[src/rtl/ralu_seq.sv]
// ralu_seq: a register-based ALU with a small register file, a single-bit shifter
// and a sequencer. The sequencer runs three multi-cycle commands:
// shift-add multiply, shift left N times and shift right N times.
module ralu_seq #(
  parameter int WIDTH = 8,
  parameter int DEPTH = 8,
  localparam int AW = $clog2(DEPTH),
  localparam int CW = $clog2(WIDTH) + 1
) (
  input  logic             clk,
  input  logic             reset,
  input  logic [WIDTH-1:0] data_in,
  input  logic [2:0]       op,
  input  logic             cin,
  input  logic             sel_a,
  input  logic [2:0]       v,
  input  logic [AW-1:0]    adr,
  input  logic             wr,
  input  logic             isl,
  input  logic             isr,
  output logic             osl,
  output logic             osr,
  input  logic             start,
  input  logic [1:0]       cmd,
  output logic             busy,
  output logic             done,
  output logic [WIDTH-1:0] r,
  output logic             cout,
  output logic             zero,
  output logic [WIDTH-1:0] acc
);

  typedef enum logic [1:0] {
    S_IDLE = 2'b00,
    S_RUN  = 2'b01,
    S_FIN  = 2'b10
  } state_t;

  localparam logic [1:0] CMD_NONE = 2'b00;
  localparam logic [1:0] CMD_MUL  = 2'b01;
  localparam logic [1:0] CMD_SHLN = 2'b10;
  localparam logic [1:0] CMD_SHRN = 2'b11;

  state_t           state_q, state_d;
  logic [1:0]       cmd_q, cmd_d;
  logic [CW-1:0]    cnt_q, cnt_d;
  logic [WIDTH-1:0] rga_q, rga_d;
  logic [WIDTH-1:0] rgb_q, rgb_d;
  logic [WIDTH-1:0] acc_q, acc_d;
  logic             osl_q, osl_d;
  logic             osr_q, osr_d;
  logic [WIDTH-1:0] rf_q [DEPTH];
  logic             rf_we;

  logic [WIDTH:0]   arith;
  logic [WIDTH-1:0] alu_r;
  logic             alu_cout;
  logic [WIDTH:0]   mul_sum;
  logic [CW-1:0]    cnt_req;

  // ALU: arithmetic is done one bit wider so the top bit is the carry-out
  always_comb begin
    arith    = '0;
    alu_r    = '0;
    alu_cout = 1'b0;
    case (op)
      3'b000: begin
        arith    = {1'b0, rga_q} + {1'b0, rgb_q} + {{WIDTH{1'b0}}, cin};
        alu_r    = arith[WIDTH-1:0];
        alu_cout = arith[WIDTH];
      end
      3'b001: begin
        arith    = {1'b0, rga_q} + {1'b0, ~rgb_q} + {{WIDTH{1'b0}}, cin};
        alu_r    = arith[WIDTH-1:0];
        alu_cout = arith[WIDTH];
      end
      3'b010:  alu_r = rga_q & rgb_q;
      3'b011:  alu_r = rga_q | rgb_q;
      3'b100:  alu_r = rga_q ^ rgb_q;
      3'b101:  alu_r = ~rga_q;
      3'b110:  alu_r = rga_q;
      default: alu_r = rgb_q;
    endcase
  end

  assign r    = alu_r;
  assign cout = alu_cout;
  assign zero = (alu_r == '0);
  assign acc  = acc_q;
  assign osl  = osl_q;
  assign osr  = osr_q;
  assign busy = (state_q == S_RUN);
  assign done = (state_q == S_FIN);

  // Shift count requested by SHLN/SHRN, clamped so it never exceeds the word width
  always_comb begin
    cnt_req = data_in[CW-1:0];
    if (data_in[CW-1:0] > CW'(WIDTH)) begin
      cnt_req = CW'(WIDTH);
    end
  end

  // Next-state logic for the sequencer and all datapath registers
  always_comb begin
    state_d = state_q;
    cmd_d   = cmd_q;
    cnt_d   = cnt_q;
    rga_d   = rga_q;
    rgb_d   = rgb_q;
    acc_d   = acc_q;
    osl_d   = osl_q;
    osr_d   = osr_q;
    rf_we   = 1'b0;
    // Partial-product add for one multiply step; the extra bit is shifted into acc
    mul_sum = {1'b0, acc_q} + (rgb_q[0] ? {1'b0, rga_q} : '0);

    case (state_q)
      S_IDLE: begin
        if (start && (cmd != CMD_NONE)) begin
          // A launched command takes the cycle; direct controls are dropped
          cmd_d = cmd;
          if (cmd == CMD_MUL) begin
            acc_d   = '0;
            cnt_d   = CW'(WIDTH);
            state_d = S_RUN;
          end else begin
            cnt_d   = cnt_req;
            state_d = (cnt_req == '0) ? S_FIN : S_RUN;
          end
        end else begin
          if (v[0]) begin
            rga_d = sel_a ? data_in : rf_q[adr];
          end
          case (v[2:1])
            2'b01: begin
              osl_d = rgb_q[WIDTH-1];
              rgb_d = {rgb_q[WIDTH-2:0], isl};
            end
            2'b10: begin
              osr_d = rgb_q[0];
              rgb_d = {isr, rgb_q[WIDTH-1:1]};
            end
            2'b11:   rgb_d = rf_q[adr];
            default: rgb_d = rgb_q;
          endcase
          rf_we = wr;
        end
      end

      S_RUN: begin
        cnt_d = cnt_q - CW'(1);
        case (cmd_q)
          CMD_MUL: begin
            acc_d = mul_sum[WIDTH:1];
            rgb_d = {mul_sum[0], rgb_q[WIDTH-1:1]};
          end
          CMD_SHLN: begin
            osl_d = rgb_q[WIDTH-1];
            rgb_d = {rgb_q[WIDTH-2:0], isl};
          end
          CMD_SHRN: begin
            osr_d = rgb_q[0];
            rgb_d = {isr, rgb_q[WIDTH-1:1]};
          end
          default: rgb_d = rgb_q;
        endcase
        if (cnt_q == CW'(1)) begin
          state_d = S_FIN;
        end
      end

      S_FIN:   state_d = S_IDLE;
      default: state_d = S_IDLE;
    endcase
  end

  // Sequencer and datapath registers
  always_ff @(posedge clk or negedge reset) begin
    if (!reset) begin
      state_q <= S_IDLE;
      cmd_q   <= CMD_NONE;
      cnt_q   <= '0;
      rga_q   <= '0;
      rgb_q   <= '0;
      acc_q   <= '0;
      osl_q   <= 1'b0;
      osr_q   <= 1'b0;
    end else begin
      state_q <= state_d;
      cmd_q   <= cmd_d;
      cnt_q   <= cnt_d;
      rga_q   <= rga_d;
      rgb_q   <= rgb_d;
      acc_q   <= acc_d;
      osl_q   <= osl_d;
      osr_q   <= osr_d;
    end
  end

  // Register file: cleared on reset, so it is built from flops rather than RAM
  always_ff @(posedge clk or negedge reset) begin
    if (!reset) begin
      for (int i = 0; i < DEPTH; i++) begin
        rf_q[i] <= '0;
      end
    end else if (rf_we) begin
      rf_q[adr] <= alu_r;
    end
  end

endmodule

[config.mk]
export PLATFORM = sky130hd
export DESIGN_NAME = ralu_seq
export DESIGN_NICKNAME = d
export VERILOG_FILES = /design/src/rtl/ralu_seq.sv
export SDC_FILE = /design/constraint.sdc
export NUM_CORES = 1
export LEC_CHECK = 0
export ABC_AREA = 0
export CORE_MARGIN = 4
export CORE_UTILIZATION = 40
export CTS_CLUSTER_DIAMETER = 60
export CTS_CLUSTER_SIZE = 40
export DETAILED_ROUTE_END_ITERATION = 10
export PLACE_DENSITY_LB_ADDON = 0.1
export SLEW_MARGIN = 25
export SYNTH_ARGS = -nofsm -noshare
export SYNTH_HDL_FRONTEND = slang
export SYNTH_SLANG_ARGS = --single-unit
[constraint.sdc]
create_clock -name clk -period 3.35 [get_ports clk]
set_clock_uncertainty 0.05 [all_clocks]
set_input_delay 0.5025 -clock clk [delete_from_list [all_inputs] [get_ports clk]]
set_output_delay 0.5025 -clock clk [all_outputs]
set_load 0.01 [all_outputs]
==> impl_results.md <==
- Status: finished, violations left
- Failing checks: setup timing
- Total core area: approximately 16000 um2
- Port bufs: 48
- Post-synth cell types: 64
- Layout cells sized above 1: 0.343
- Overflow after GRT: 0
- Max FO, Critical Path: 3
- Starting DRT DRC Count: roughly 430
- Most common library cells after synthesis: dfrtp_1, mux2_2, nand2_1, ha_1
- Wire length of the first global-routing pass: approximately 30 mm
- Die height: between 100 and 150 um
- HPWL Detailed: between 10 and 15 mm
- Worst Tran Pin Value: 618 ps
- Final net count: between 800 and 900
- Fmax: roughly 0.26 GHz
- YS warnings: 0
- Design area: approximately 8400 um2
- Worst path max stage delay: roughly 500 ps
- Final Max Slew Viols: 0
- Total power: slightly below 8 mW
- Arrival time worst endpoint: 3320 ps
- Initial antenna violation count: 0
- Post-synth EDFFs: 0
- Post-layout min period: 3880 ps
- Final setup fails: 4
- Initial Utilization: 0.408
- Yosys top cell area share: 0.377
- Via/cell ratio: about 5.5
- Crit path buf inv count: 4
- Asr flop ratio synth: 1.00
- Count leader, synth: dfrtp_1
- CTS Buf Count: 9
- Drt first pass iters: 4
- Post-Route Setup TNS: -1150 ps
- HP Class: in -> async
- Peak supply drop: ~0.41 mV
- Kind of critical path: reg -> out
- CP required: 2800 ps
- # rows: 46
- Tcrit/Tclk final: 1.16
- Final critical-path setup slack: -525 ps
- Max-cap violations: 0
- Largest net degree at the start of global routing: 68
- # diodes: 0
- DR vias: ~5500
- Die Wd: 136 um
- Layout Cells excl Fill: just under 1000
- Hold Vio Cnt, Final: 0
- Delay-heaviest family, CP: simple AND/OR/NAND/NOR gates
- Total GRT Usage: 0.213
- Post-synthesis sequential area ratio: 0.377
- Syn Inst Count: around 630
- Slew HR: 0.588
- CTS H-tree depth: 3
- Die area: between 15000 and 20000 um2
- Most used flip-flop cell after synthesis: dfrtp_1
- Avg Inst Size Synth: ~10 um2
- Clk pin slew, worst setup/hold paths: approximately 70 ps
- Antenna Nets Post-Route: 0
- CP startpoint kind: flop
- FF+latch count, synth: just under 100
- Cell at the slowest stage of the critical path: mux4_2
- Cts hold-fix bufs: 0
- Filler cells: ~1400
- Clk root buf: clkbuf_16
- Core Util, Final: 0.528
- Synth area leaders: dfrtp_1, mux2_2, ha_1
- DRC: 0
- I/O Pins: 49
- Pre-CTS setup slack: -1520 ps
- P per Cell Area: a little over 900 nW/um2
- Clock Sinks: just under 100
- CTS tree: yes
- WL final: roughly 19 mm
- Biggest area consumer among synthesized cells: dfrtp_1
- Vias in the first global route: roughly 5500
- Cell total after placement: roughly 960
- WL per Instance: 19.1 um
- Clk_lat worst skew: 350 ps
- RSZ-0062 raised after global routing: true
- Static leakage: around 3.9 nW
- Syn_nets: ~700
- Clock Tree Buf Depth: 2
- Routability Congestion: 0.932
- Hold Slack: between 50 and 60 ps
- CP Cell Sequence: buf_6, clkinv_2, fa_2, inv_2, fa_2, xnor2_2, o21ai_1, mux4_2, or3_4, or3_4, nor4_4, buf_2
- P&R area growth vs syn: 29.2%
- Critical path endpoint category: primary output
- Synthesized cell area: between 6000 and 7000 um2
- Area after DPL: 7830 um2
final timing paths:
kind	from	endpoint	slack [ps]	depth (start not counted)
worst min-delay path	reset	rga_q[7]$_DFFE_PN0P_	60	1
min in group clk	rf_q[61]$_DFFE_PN0P_	rf_q[61]$_DFFE_PN0P_	450	2
worst max register to register	rgb_q[0]$_DFFE_PN0P_	rf_q[14]$_DFFE_PN0P_	340	15
worst min register to register	rf_q[61]$_DFFE_PN0P_	rf_q[61]$_DFFE_PN0P_	450	2
worst max-delay path	rgb_q[0]$_DFFE_PN0P_	zero	-530	12
max in group asynchronous	reset	cnt_q[2]$_DFFE_PN0P_	2470	2
per-layer routing:
metal / global-route usage / wire length (um) / up-vias
li1: - / - / 2580
met1: 0.286 / 8290 / 2752
met2: 0.357 / 9420 / 104
met3: 0.0327 / 764 / 23
met4: 0.0599 / 358 / 0
met5: 0 / 0 / -
repair_timing:
item	4_1_cts	5_1_grt
gates resized for setup	50	43
pin swaps	14	15
endpoints found under the hold margin	0	0
setup buffers	9	8
setup endpoints to repair	18	10
flip-flops by register name, summed over array words and instances (netlist names):
register / cells
cmd_q: 2
rga_q: 8
osl: 1
rgb_q: 8
state_q: 2
rf_q: 64
acc: 8
osr: 1
cnt_q: 4
logic make-up (layout without fill, tap and decap cells):
logic type | Yosys count | after routing | synth area share
compound gates | 161 | 161 | 0.174
simple gates | 153 | 153 | 0.117
flops | 98 | 98 | 0.377
mux | 92 | 92 | 0.178
buf+inv | 73 | 211 | 0.0502
fa+ha+maj | 45 | 45 | 0.0922
xor+xnor | 9 | 9 | 0.0121
where the power goes:
group | internal (mW) | leakage, nW | switching (mW)
clock | 0.510 | 0.134 | 0.475
combinational | 2.35 | 2.45 | 2.35
sequential | 1.70 | 1.27 | 0.340
placed cells by master (no fill, tap or decap), types with 14 or more instances in the layout:
cell              n
ha_1             37
nand2_1          54
buf_6            14
buf_4            98
inv_1            30
a221oi_1         14
nor2_1           30
clkdlybuf4s50_1  37
o21ai_0          29
nor2b_1          18
mux2_2           68
dfrtp_1          96
a21oi_1          18
cell type report:
type	count	area, um2	share of cell area
Clock buffer	9	225	0.0268
Clock inverter	7	53.8	0.00639
Inverter	38	156	0.0186
Multi-Input combinational cell	460	3920	0.466
Sequential cell	98	2450	0.292
Tap cell	216	270	0.0321
Timing Repair Buffer	157	1330	0.158
Power figures use the tool's default switching activity.
